`src/rtl/fetch_sequencer.sv`:
```
// Purpose : instruction-fetch controller; owns the PC, issues one imem request per fetch, handles redirects, misaligned-target traps and halt.
// Latency : handshake in cycle n -> if_valid in n+1; redirect in cycle n -> imem_addr = target in n+1.
// Backpr. : one-entry output buffer; imem_req drops and the PC holds while if_valid && !id_ready.
//
// Ports:
//   clk, reset               single clock; synchronous active-low reset
//   imem_req/addr/ready/rdata instruction memory port (same-cycle response)
//   if_valid/instr/pc, id_ready  buffered instruction toward decode
//   redirect_valid/target    taken branch/jump from execute
//   halt                     stop fetching until reset
//   misalign_trap/addr       pulse + captured target for a misaligned redirect
module fetch_sequencer #(
    parameter logic [31:0] RESET_VECTOR = 32'h0000_0000,
    parameter logic [31:0] TRAP_VECTOR  = 32'h0000_0100
) (
    input  logic        clk,
    input  logic        reset,
    output logic        imem_req,
    output logic [31:0] imem_addr,
    input  logic        imem_ready,
    input  logic [31:0] imem_rdata,
    output logic        if_valid,
    output logic [31:0] if_instr,
    output logic [31:0] if_pc,
    input  logic        id_ready,
    input  logic        redirect_valid,
    input  logic [31:0] redirect_target,
    input  logic        halt,
    output logic        misalign_trap,
    output logic [31:0] misalign_addr
);

    typedef enum logic [1:0] {
        S_IDLE   = 2'd0,
        S_FETCH  = 2'd1,
        S_HALTED = 2'd2
    } state_t;

    state_t      state_q;
    state_t      state_d;
    logic [31:0] pc_q;

    logic buf_free;
    logic fetch_fire;
    logic redir_vld;
    logic redir_misaligned;

    // The buffer can take a new word if it is empty or being drained this cycle.
    assign buf_free         = !if_valid || id_ready;
    // Redirects are ignored once halted; only reset leaves HALTED.
    assign redir_vld        = redirect_valid && (state_q != S_HALTED);
    assign redir_misaligned = (redirect_target[1:0] != 2'b00);
    assign fetch_fire       = imem_req && imem_ready;
    assign imem_addr        = pc_q;

    // State register
    always_ff @(posedge clk) begin
        if (!reset) begin
            state_q <= S_IDLE;
        end else begin
            state_q <= state_d;
        end
    end

    // Next-state logic
    always_comb begin
        state_d = state_q;
        case (state_q)
            S_IDLE:   state_d = S_FETCH;
            S_FETCH:  if (halt) state_d = S_HALTED;
            S_HALTED: state_d = S_HALTED;
            default:  state_d = S_IDLE;
        endcase
    end

    // Output logic: request depends only on state and buffer occupancy,
    // never on imem_ready.
    always_comb begin
        imem_req = 1'b0;
        if (state_q == S_FETCH && buf_free) begin
            imem_req = 1'b1;
        end
    end

    // PC, output buffer and trap capture
    always_ff @(posedge clk) begin
        if (!reset) begin
            pc_q          <= RESET_VECTOR;
            if_valid      <= 1'b0;
            if_instr      <= 32'h0;
            if_pc         <= 32'h0;
            misalign_trap <= 1'b0;
            misalign_addr <= 32'h0;
        end else begin
            misalign_trap <= 1'b0;
            if (redir_vld) begin
                // Flush: any word returned this cycle belongs to the old path.
                if_valid <= 1'b0;
                if (redir_misaligned) begin
                    pc_q          <= TRAP_VECTOR;
                    misalign_trap <= 1'b1;
                    misalign_addr <= redirect_target;
                end else begin
                    pc_q <= redirect_target;
                end
            end else if (fetch_fire) begin
                // Covers both fill-empty and replace-while-consuming.
                if_valid <= 1'b1;
                if_instr <= imem_rdata;
                if_pc    <= pc_q;
                pc_q     <= pc_q + 32'd4;
            end else if (if_valid && id_ready) begin
                if_valid <= 1'b0;
            end
        end
    end

endmodule
```
`config.mk`:
```
export PLATFORM = sky130hd
export DESIGN_NAME = fetch_sequencer
export DESIGN_NICKNAME = d
export VERILOG_FILES = /design/src/rtl/fetch_sequencer.sv
export SDC_FILE = /design/constraint.sdc
export NUM_CORES = 1
export LEC_CHECK = 0
export BUFFER_PORTS_ARGS = -buffer_cell sky130_fd_sc_hd__clkbuf_2
export CAP_MARGIN = 0
export CORE_MARGIN = 2
export CORE_UTILIZATION = 53
export CTS_CLUSTER_SIZE = 20
export DETAILED_ROUTE_END_ITERATION = 16
export GPL_TIMING_DRIVEN = 0
export PLACE_DENSITY_LB_ADDON = 0.2
export SKIP_LAST_GASP = 1
export SLEW_MARGIN = 20
export SYNTH_ARGS = -nofsm -noshare
export SYNTH_HDL_FRONTEND = slang
export SYNTH_SLANG_ARGS = --single-unit
```
`constraint.sdc`:
```
create_clock -name clk -period 3.15 [get_ports clk]
set_clock_uncertainty 0.15 [all_clocks]
set_input_delay 0.63 -clock clk [delete_from_list [all_inputs] [get_ports clk]]
set_output_delay 0.63 -clock clk [all_outputs]
set_load 0.05 [all_outputs]
```
==> flow_metrics.tcl, run 1 <==
set metrics [dict create \
    critPathArrivalTime_ns 2.99 \
    syn_inst 686 \
    critPathMostFrequentCell "buf_2" \
    finalHoldViolCount 0 \
    stdcell_count 1051 \
    cp-end-kind "register" \
    post-route-worst-setup-slack_ns 0.440 \
    crit_family "simple AND/OR/NAND/NOR gates" \
    core_um2 9820 \
    dpl.cell_count 1019 \
    rows 36 \
    drc_errors 0 \
    antenna_found_initial 0 \
    grt_overflow 0 \
    period_minus_slack_ns 2.71 \
    crit_slowest_cell "nor4b_2" \
    worstSetupStartpointType "register" \
    tightestPinTransition_ns 0.884 \
    routed_via_density 5.60 \
    syn-num-nets 760 \
    drtIter0Drc 538 \
    path_buf_inv 3 \
    die_area_um2 11000 \
    grt_pass1_vias 5483 \
    drtAntennaViolNets 0 \
    syn2layout_area_growth_pct 31.7 \
    crit_path_max_fanout 10 \
    cts-resized-gates 0 \
    synth_edf_count 0 \
    finalSetupViolCount 0 \
    maxCapViolations 0 \
    grt_pass1_wl_um 27100 \
    grt_util_met2_pct 49.6 \
    ys_seq_elements 132 \
    path_clk_slew_ns 0.06 \
    dp_hpwl_um 12800 \
    worst-setup-path-type "register to register" \
    clock.fmax_ghz 0.369 \
    vias 5885 \
    status "finished, final reports clean" \
    grt_usage_pct 30.7 \
    syn-cell-area_um2 5390 \
    slew_headroom_pct 40.9 \
    ios 201 \
    grt_util_met1_pct 40.2 \
    io_buffers 200 \
    ys.flop_type "dfxtp_1" \
    die_w_um 105 \
    grt_setup_unrepaired "false" \
    dp_slack_ns 0.326 \
    antenna_cells 0 \
    die_y_um 105 \
    finalSetupTns_ns 0 \
    routedWlPerCell_um 16.4 \
    path_cells "inv_1, ha_1, nor4b_2, buf_2, buf_2, a2bb2oi_1, nor3_1" \
    p_per_area_nw_per_um2 693 \
    min-delay-path-class "primary input to register" \
    ys_warn_count 0 \
    vdd_ir_drop_max_uv 422 \
    cts_max_level 4 \
    fin_util_pct 72.3 \
    maxSlewViolCount 0 \
    first_pass_iters 5 \
    p_leak_uw 0.00300 \
    gp_routability_congestion 0.900 \
    hold_buffers 0 \
    cp_slowest_stage_delay_ns 0.75 \
    cts_setup_buffers 0 \
    cts_sinks 132 \
    synthDistinctLibCells 53 \
    clock_latency_ns 0.52 \
    busiest_layer "met2" \
    final_nets 979 \
    synth-seq-area-share_pct 49.0 \
    synth.avg_cell_area_um2 7.86 \
    start_util_pct 54.9 \
    cts_tree "built" \
    clockRootBuffer "clkbuf_8" \
    post-route-period-util_pct 86.0 \
    clk_path_buf_depth 2 \
    grt_max_degree 17 \
    nFillCells 824 \
    routed_wl_um 17300 \
    grt_util_met3_pct 6.67 \
    cts_inserted_buffers 17 \
    drive_above_1_share_pct 27.3 \
    worstPathRequired_ns 3.43 \
    async_reset_ff_share_pct 0 \
]
routing by layer:
layer,part of all wire (%),vias to the layer above
li1,-,2793
met1,42,2720
met2,48,335
met3,8.8,37
met4,1.9,0
met5,0,-
placed cells by master, fill, tap and decap left out, types with 3 or more instances in the layout:
cell | Yosys | final
nand2_1 | 222 | 222
clkbuf_2 | 0 | 200
dfxtp_1 | 132 | 132
a21oi_1 | 119 | 119
clkbuf_1 | 32 | 32
nor2_1 | 23 | 23
o21ai_0 | 22 | 22
clkbuf_16 | 0 | 16
nand3_1 | 14 | 14
nand4_1 | 13 | 13
nor3_1 | 11 | 11
xor2_1 | 7 | 7
clkinv_2 | 0 | 7
inv_1 | 6 | 6
and2_1 | 6 | 6
and3_1 | 6 | 6
nand2b_1 | 4 | 4
buf_2 | 4 | 4
o31a_1 | 4 | 4
a2bb2oi_1 | 4 | 4
ha_1 | 4 | 4
mux2i_1 | 3 | 3
buf_6 | 3 | 3
clkbuf_8 | 1 | 3
a211oi_1 | 3 | 3
a22oi_1 | 3 | 3
o211ai_1 | 3 | 3
clkinvlp_4 | 0 | 3
clkinv_4 | 0 | 3
sequential cells by signal, summed over array words and instances (netlist names):
register       count
misalign_addr     32
misalign_trap      1
state_q            2
if_instr          32
imem_addr         32
if_valid           1
if_pc             32
cell families after synthesis:
kind of cell / synth area share (%)
compound gates: 19.0
flops: 49.0
simple gates: 24.8
fa+ha+maj: 0.928
buf+inv: 4.20
xor+xnor: 1.46
mux: 0.557
through the flow:
stage	area, µm²	hold WS, ns	total power [µW]
finish	7100	0.181	4920
global route	7100	0.173	5110
CTS	7100	0.164	4920
detailed placement	6560	0.297	3140
global placement	6560	0.292	3100
floorplan	5390	0.337	2790
power breakdown:
part | internal [µW] | switching, µW | total, µW | leakage [µW]
combinational | 310 | 928 | 1240 | 0.00166
sequential | 1790 | 95.1 | 1890 | 0.00107
clock | 1060 | 737 | 1790 | 0.000266
area by class of cell:
cell class                      instances  area, µm²  area share, %
Multi-Input combinational cell        505       2520           35.5
Inverter                                7       26.3          0.370
Sequential cell                       132       2640           37.2
Timing Repair Buffer                  200       1000           14.1
Buffer                                 42        200           2.82
Tap cell                              133        166           2.34
Clock inverter                         14        114           1.60
Clock buffer                           18        428           6.02
worst register-to-register path: cells and delay by family (launching register included):
kind,cells,cell delay [ns]
simple gates,2,0.96
buf+inv,3,0.79
flops,1,0.36
fa+ha+maj,1,0.27
compound gates,1,0.11
Yosys cell counts, types with 3 or more instances:
cell | n | share of area, %
inv_1 | 6 | 0.42
nand2b_1 | 4 | 0.46
and3_1 | 6 | 0.70
mux2i_1 | 3 | 0.56
buf_6 | 3 | 0.63
nor3_1 | 11 | 1.0
a22oi_1 | 3 | 0.42
a211oi_1 | 3 | 0.42
a21oi_1 | 119 | 11
ha_1 | 4 | 0.93
o21ai_0 | 22 | 2.0
nand4_1 | 13 | 1.5
xor2_1 | 7 | 1.1
dfxtp_1 | 132 | 49
buf_2 | 4 | 0.37
nand3_1 | 14 | 1.3
nor2_1 | 23 | 1.6
a2bb2oi_1 | 4 | 0.65
clkbuf_1 | 32 | 2.2
nand2_1 | 222 | 15
o31a_1 | 4 | 0.65
o211ai_1 | 3 | 0.42
and2_1 | 6 | 0.70
final timing paths:
| path | cells after the start | start | slack [ns] | to |
|---|---|---|---|---|
| worst max-delay path | 7 | state_q[0]$_SDFFE_PN0P_ | 0.44 | imem_addr[5]$_SDFFE_PN0P_ |
| worst max register to register | 7 | state_q[0]$_SDFFE_PN0P_ | 0.44 | imem_addr[5]$_SDFFE_PN0P_ |
| worst min register to register | 2 | if_instr[1]$_SDFFE_PN0P_ | 0.30 | if_instr[1]$_SDFFE_PN0P_ |
| worst min-delay path | 3 | imem_rdata[14] | 0.18 | if_instr[14]$_SDFFE_PN0P_ |
Power figures use the tool's default switching activity.
==> run 2, diff against run 1 <==
CAP_MARGIN = 40   (was 0)
CORE_UTILIZATION = 44   (was 53)
clock period = 2.2 ns   (was 3.15 ns; I/O delays follow)
==> run 2 against run 1 <==
Critical path depth increased by 1. Power increased by 47%. Sequential power rose by 43%. Maximum frequency rose by 31%. Combinational power is 48% higher. Cell area up 3.1%. Largest power group unchanged. Count of clock-buffer cells in the layout increased by 9. Hold slack got worse by 0.095 ns. Wire length down 1.9%.
==> flow_metrics.tcl, run 2 (synthesized netlist as in run 1, its figures left out) <==
set metrics [dict create \
    final_nets 987 \
    cts_max_level 4 \
    p_leak_uw 0.00312 \
    syn2layout_area_growth_pct 35.8 \
    drtAntennaViolNets 0 \
    worstPathRequired_ns 2.38 \
    stdcell_count 1071 \
    antenna_cells 0 \
    grt_max_degree 17 \
    first_pass_iters 5 \
    clk_path_buf_depth 2 \
    drtIter0Drc 500 \
    nFillCells 1146 \
    maxCapViolations 0 \
    slew_headroom_pct 58.6 \
    finalHoldViolCount 0 \
    combPwrFrac_pct 25.3 \
    grt_usage_pct 25.9 \
    clock.fmax_ghz 0.483 \
    p_switching_uw 2450 \
    die_w_um 115 \
    hold_buffers 0 \
    core_um2 12000 \
    clkPwrFrac_pct 37.4 \
    cts_tree "built" \
    period_minus_slack_ns 2.07 \
    routed_wl_um 17000 \
    drc_errors 0 \
    die_area_um2 13200 \
    vias 5635 \
    worstSetupStartpointType "register" \
    rows 40 \
    routed_via_density 5.26 \
    start_util_pct 44.9 \
    io_buffers 200 \
    grt_overflow 0 \
    grt_pass1_vias 4991 \
    path_clk_slew_ns 0.05 \
    min_path_cells 3 \
    worst-setup-path-type "register to register" \
    grt_pass1_wl_um 26400 \
    cts_sinks 132 \
    maxSlewViolCount 0 \
    gp_routability_congestion 0.931 \
    total_power_uw 7230 \
    die_y_um 115 \
    intPower_uw 4790 \
    pwr-share-seq_pct 37.4 \
    status "finished, final reports clean" \
    layout_common_cells "nand2_1 (222), clkbuf_2 (213), dfxtp_1 (123)" \
    finalSetupViolCount 0 \
    dpl.cell_count 1033 \
    switching_share_pct 33.8 \
    min-delay-path-class "primary input to register" \
    p_per_area_nw_per_um2 988 \
    cts_inserted_buffers 17 \
    routedWlPerCell_um 15.8 \
    reg2reg_depth 8 \
    clock_latency_ns 0.42 \
    crit_path_max_fanout 10 \
    antenna_found_initial 0 \
    worst_hold_slack_ns 0.0859 \
    ios 201 \
    vdd_ir_drop_max_uv 622 \
    dp_hpwl_um 12400 \
    tightestPinTransition_ns 0.620 \
    layout_commonest_cell "nand2_1" \
    clockRootBuffer "clkbuf_16" \
    critPathArrivalTime_ns 2.25 \
    cp-end-kind "register" \
    drive_above_1_share_pct 31.2 \
    post-route-period-util_pct 94.2 \
]
[run 2: power groups by stage]
stage	logic, µW	clock network [µW]	registers (µW)
after detailed placement	1740	0	2750
after floorplan	727	0	3260
final	1830	2700	2700
after global routing	1970	2850	2720
after global placement	1740	0	2740
after CTS	1780	2740	2700
[run 2: path summary, 6_finish.rpt]
kind | from | end | slack [ns]
max | state_q[1]$_SDFFE_PN0P_ | imem_addr[29]$_SDFFE_PN0P_ | 0.13
min | redirect_target[22] | imem_addr[22]$_SDFFE_PN0P_ | 0.09
max reg2reg | state_q[1]$_SDFFE_PN0P_ | imem_addr[29]$_SDFFE_PN0P_ | 0.13
min reg2reg | misalign_addr[4]$_SDFFE_PN0P_ | misalign_addr[4]$_SDFFE_PN0P_ | 0.30
[run 2: stage by stage]
step           cell area, µm²  util (%)  TNS [ns]  worst slack, ns
6_report                 7320      61.0         0            0.128
4_1_cts                  7210      60.0   -0.0323          -0.0285
2_1_floorplan            5410         -         0         0.000991
3_3_place_gp             6590      54.9    -41.49           -0.576
3_5_place_dp             6590      54.9    -40.20           -0.611
5_1_grt                  7320      61.0  -0.00919         -0.00736
[run 2: what timing repair did]
action	4_1_cts	5_1_grt
endpoints found under the setup margin	124	111
gates resized for setup	18	30
buffers inserted	1	8
pin swaps	1	4
gates cloned	0	0
[run 2: critical path, stage by stage (launching register included)]
cell and delay, ns:
dfxtp_1 0.34, inv_1 0.07, ha_1 0.23, nand2_1 0.21
nor2_1 0.10, buf_6 0.18, nor2_2 0.35, a21oi_1 0.10
a221oi_2 0.26
[run 2: routing by layer]
metal	routed length (µm)	track usage, %
met2	7570	40.6
met4	197	7.95
met5	0	0
met3	1530	6.83
met1	7670	35.3
[run 2: final cells by class]
class / instances / area, µm² / area share [%]
inverters: 7 / 26.3 / 0.359
plain buffers: 41 / 231 / 3.16
clock buffers: 27 / 523 / 7.14
multi-input cells: 505 / 2580 / 35.2
well taps: 147 / 184 / 2.51
clock inverters: 3 / 42.5 / 0.581
repair buffers: 209 / 1080 / 14.8
flip-flops and latches: 132 / 2650 / 36.2
==> run 3, diff against run 2 <==
CORE_ASPECT_RATIO = 1.5   (was unset)
CORE_MARGIN = unset   (was 2)
==> run 3 against run 2 <==
Global-route usage rose by 1.5 points. Maximum frequency fell by 4.6%. Register-to-register slack got worse by 0.10 ns. Hold slack improved by 0.0016 ns. Power fell by 2.5%. Die area fell by 3.4%. Largest cell class unchanged. First-iteration DRC count fell by 42%. Final cell count rose by 0.47%. Wire length rose by 4.0%. Via count rose by 3.1%.
==> flow_metrics.tcl, run 3 (synthesized netlist as in run 1, its figures left out) <==
set metrics [dict create \
    crit_path_max_fanout 10 \
    cp_slowest_stage_delay_ns 0.35 \
    clkPwrFrac_pct 35.7 \
    io_buffers 200 \
    combPwrFrac_pct 26.0 \
    maxSlewViolCount 0 \
    worst-setup-path-type "register to register" \
    final_nets 984 \
    path_buf_inv 3 \
    total_power_uw 7050 \
    clockRootBuffer "clkbuf_16" \
    layout_common_cells "nand2_1 (222), clkbuf_2 (212), dfxtp_1 (123)" \
    fin_area_um2 7270 \
    grt_usage_pct 27.4 \
    pwr-share-seq_pct 38.3 \
    clock.fmax_ghz 0.460 \
    clock_latency_ns 0.42 \
    die_y_um 138 \
    min-delay-path-class "primary input to register" \
    routed_via_density 5.40 \
    layout_commonest_cell "nand2_1" \
    routed_wl_um 17600 \
    antenna_found_initial 0 \
    path_cells "inv_1, ha_2, nor4b_4, buf_4, buf_4, nand2_1, a21oi_1, o21ai_0, a211oi_1" \
    drtIter0Drc 291 \
    ios 201 \
    grt_overflow 0 \
    fin_util_pct 60.8 \
    dp_hpwl_um 13000 \
    p_per_area_nw_per_um2 970 \
    period_minus_slack_ns 2.17 \
    drive_above_1_share_pct 31.3 \
    drc_errors 0 \
    start_util_pct 45.1 \
    min_to "if_instr[30]$_SDFFE_PN0P_" \
    vias 5811 \
    grt_util_met3_pct 7.78 \
    gp_routability_congestion 0.907 \
    path_clk_slew_ns 0.06 \
    intPower_uw 4540 \
    tightestPinTransition_ns 0.687 \
    grt_pass1_wl_um 26600 \
    p_switching_uw 2510 \
    reg2reg_from "state_q[0]$_SDFFE_PN0P_" \
    switching_share_pct 35.6 \
    post-route-period-util_pct 98.8 \
    busiest_layer "met2" \
    grt_pass1_vias 5215 \
    routedWlPerCell_um 16.4 \
    cts_sinks 132 \
    grt_util_met2_pct 48.0 \
    finalHoldViolCount 0 \
    rows 49 \
    die_w_um 92.4 \
    cts_tree "built" \
    drtAntennaViolNets 0 \
    crit_family "buffers and inverters" \
    syn2layout_area_growth_pct 34.7 \
    slew_headroom_pct 54.2 \
    hold_start "imem_rdata[30]" \
    worstPathRequired_ns 2.37 \
    first_pass_iters 5 \
    worst_hold_slack_ns 0.0874 \
    cts_max_level 4 \
    timing.reg2reg.setup_slack_ns 0.03 \
    grt_setup_unrepaired "true" \
    p_leak_uw 0.00309 \
    worstSetupStartpointType "register" \
    finalSetupViolCount 0 \
    critPathMostFrequentCell "buf_4" \
    place_area_um2 6610 \
    core_um2 12000 \
    grt_util_met1_pct 29.7 \
    clk_path_buf_depth 2 \
    cp.depth 9 \
    antenna_cells 0 \
    critPathArrivalTime_ns 2.34 \
    reg2reg_depth 9 \
    r2r-end "imem_addr[30]$_SDFFE_PN0P_" \
    grt_max_degree 17 \
    maxCapViolations 0 \
    vdd_ir_drop_max_uv 612 \
    cts_inserted_buffers 17 \
    min_path_cells 3 \
    status "finished, final reports clean" \
    crit_slowest_cell "dfxtp_1" \
    die_area_um2 12700 \
    cp-end-kind "register" \
]
==> run 3: final cells by class <==
type	count	area [µm²]
buffer	40	228
clock buffer	22	464
clock inverter	10	58.8
fill	1194	4690
inverter	7	26.3
multi-input combinational	505	2590
sequential	132	2650
tap	153	191
timing repair buffer	207	1060
==> run 3: what timing repair did <==
| action | in CTS | in global routing |
|---|---|---|
| hold endpoints to repair | 0 | 0 |
| setup endpoints to repair | 118 | 118 |
| cloned | 0 | 0 |
| gates resized for setup | 25 | 18 |
| hold buffers | 0 | 0 |
| pin swaps | 0 | 4 |
| buffers inserted | 0 | 5 |
==> run 3: per-stage QoR <==
| step | setup slack [ns] | setup TNS [ns] | cells |
|---|---|---|---|
| 6_report | 0.0275 | 0 | 1076 |
| 5_1_grt | -0.0743 | -0.210 | 1076 |
| 4_1_cts | -0.0396 | -0.0692 | 1071 |
| 3_5_place_dp | -0.503 | -28.68 | 1041 |
| 3_3_place_gp | -0.589 | -42.55 | 1039 |
| 2_1_floorplan | 0.000991 | 0 | 686 |
==> run 3: how the worst max path moves through the flow <==
| stage | start | to | slack [ns] |
|---|---|---|---|
| 2_1_floorplan | imem_addr[14]$_SDFFE_PN0P_ | imem_addr[29]$_SDFFE_PN0P_ | 0.001 |
| 3_3_place_gp | id_ready | if_pc[8]$_SDFFE_PN0P_ | -0.59 |
| 3_5_place_dp | id_ready | if_pc[8]$_SDFFE_PN0P_ | -0.50 |
| 4_1_cts | state_q[0]$_SDFFE_PN0P_ | imem_addr[30]$_SDFFE_PN0P_ | -0.04 |
| 5_1_grt | state_q[0]$_SDFFE_PN0P_ | imem_addr[30]$_SDFFE_PN0P_ | -0.07 |
| 6_report | state_q[0]$_SDFFE_PN0P_ | imem_addr[30]$_SDFFE_PN0P_ | 0.03 |
==> run 3: metal layers <==
layer	share of wire [%]	vias to the layer above
li1	-	2799
met1	38	2701
met2	51	261
met3	7.6	50
met4	3.8	0
met5	0	-
==> run 3: power by group through the flow <==
stage          Combinational (µW)  Clock [µW]  Sequential (µW)
4_1_cts                      1800        2550             2700
3_5_place_dp                 1760           0             2750
5_1_grt                      1970        2650             2720
6_report                     1830        2520             2700
3_3_place_gp                 1750           0             2750
2_1_floorplan                 727           0             3260
==> run 3: tightest hold or removal path, cell delays in order <==
cell      delay (ns)
clkbuf_2        0.08
nand2_1         0.04
a21oi_1         0.05
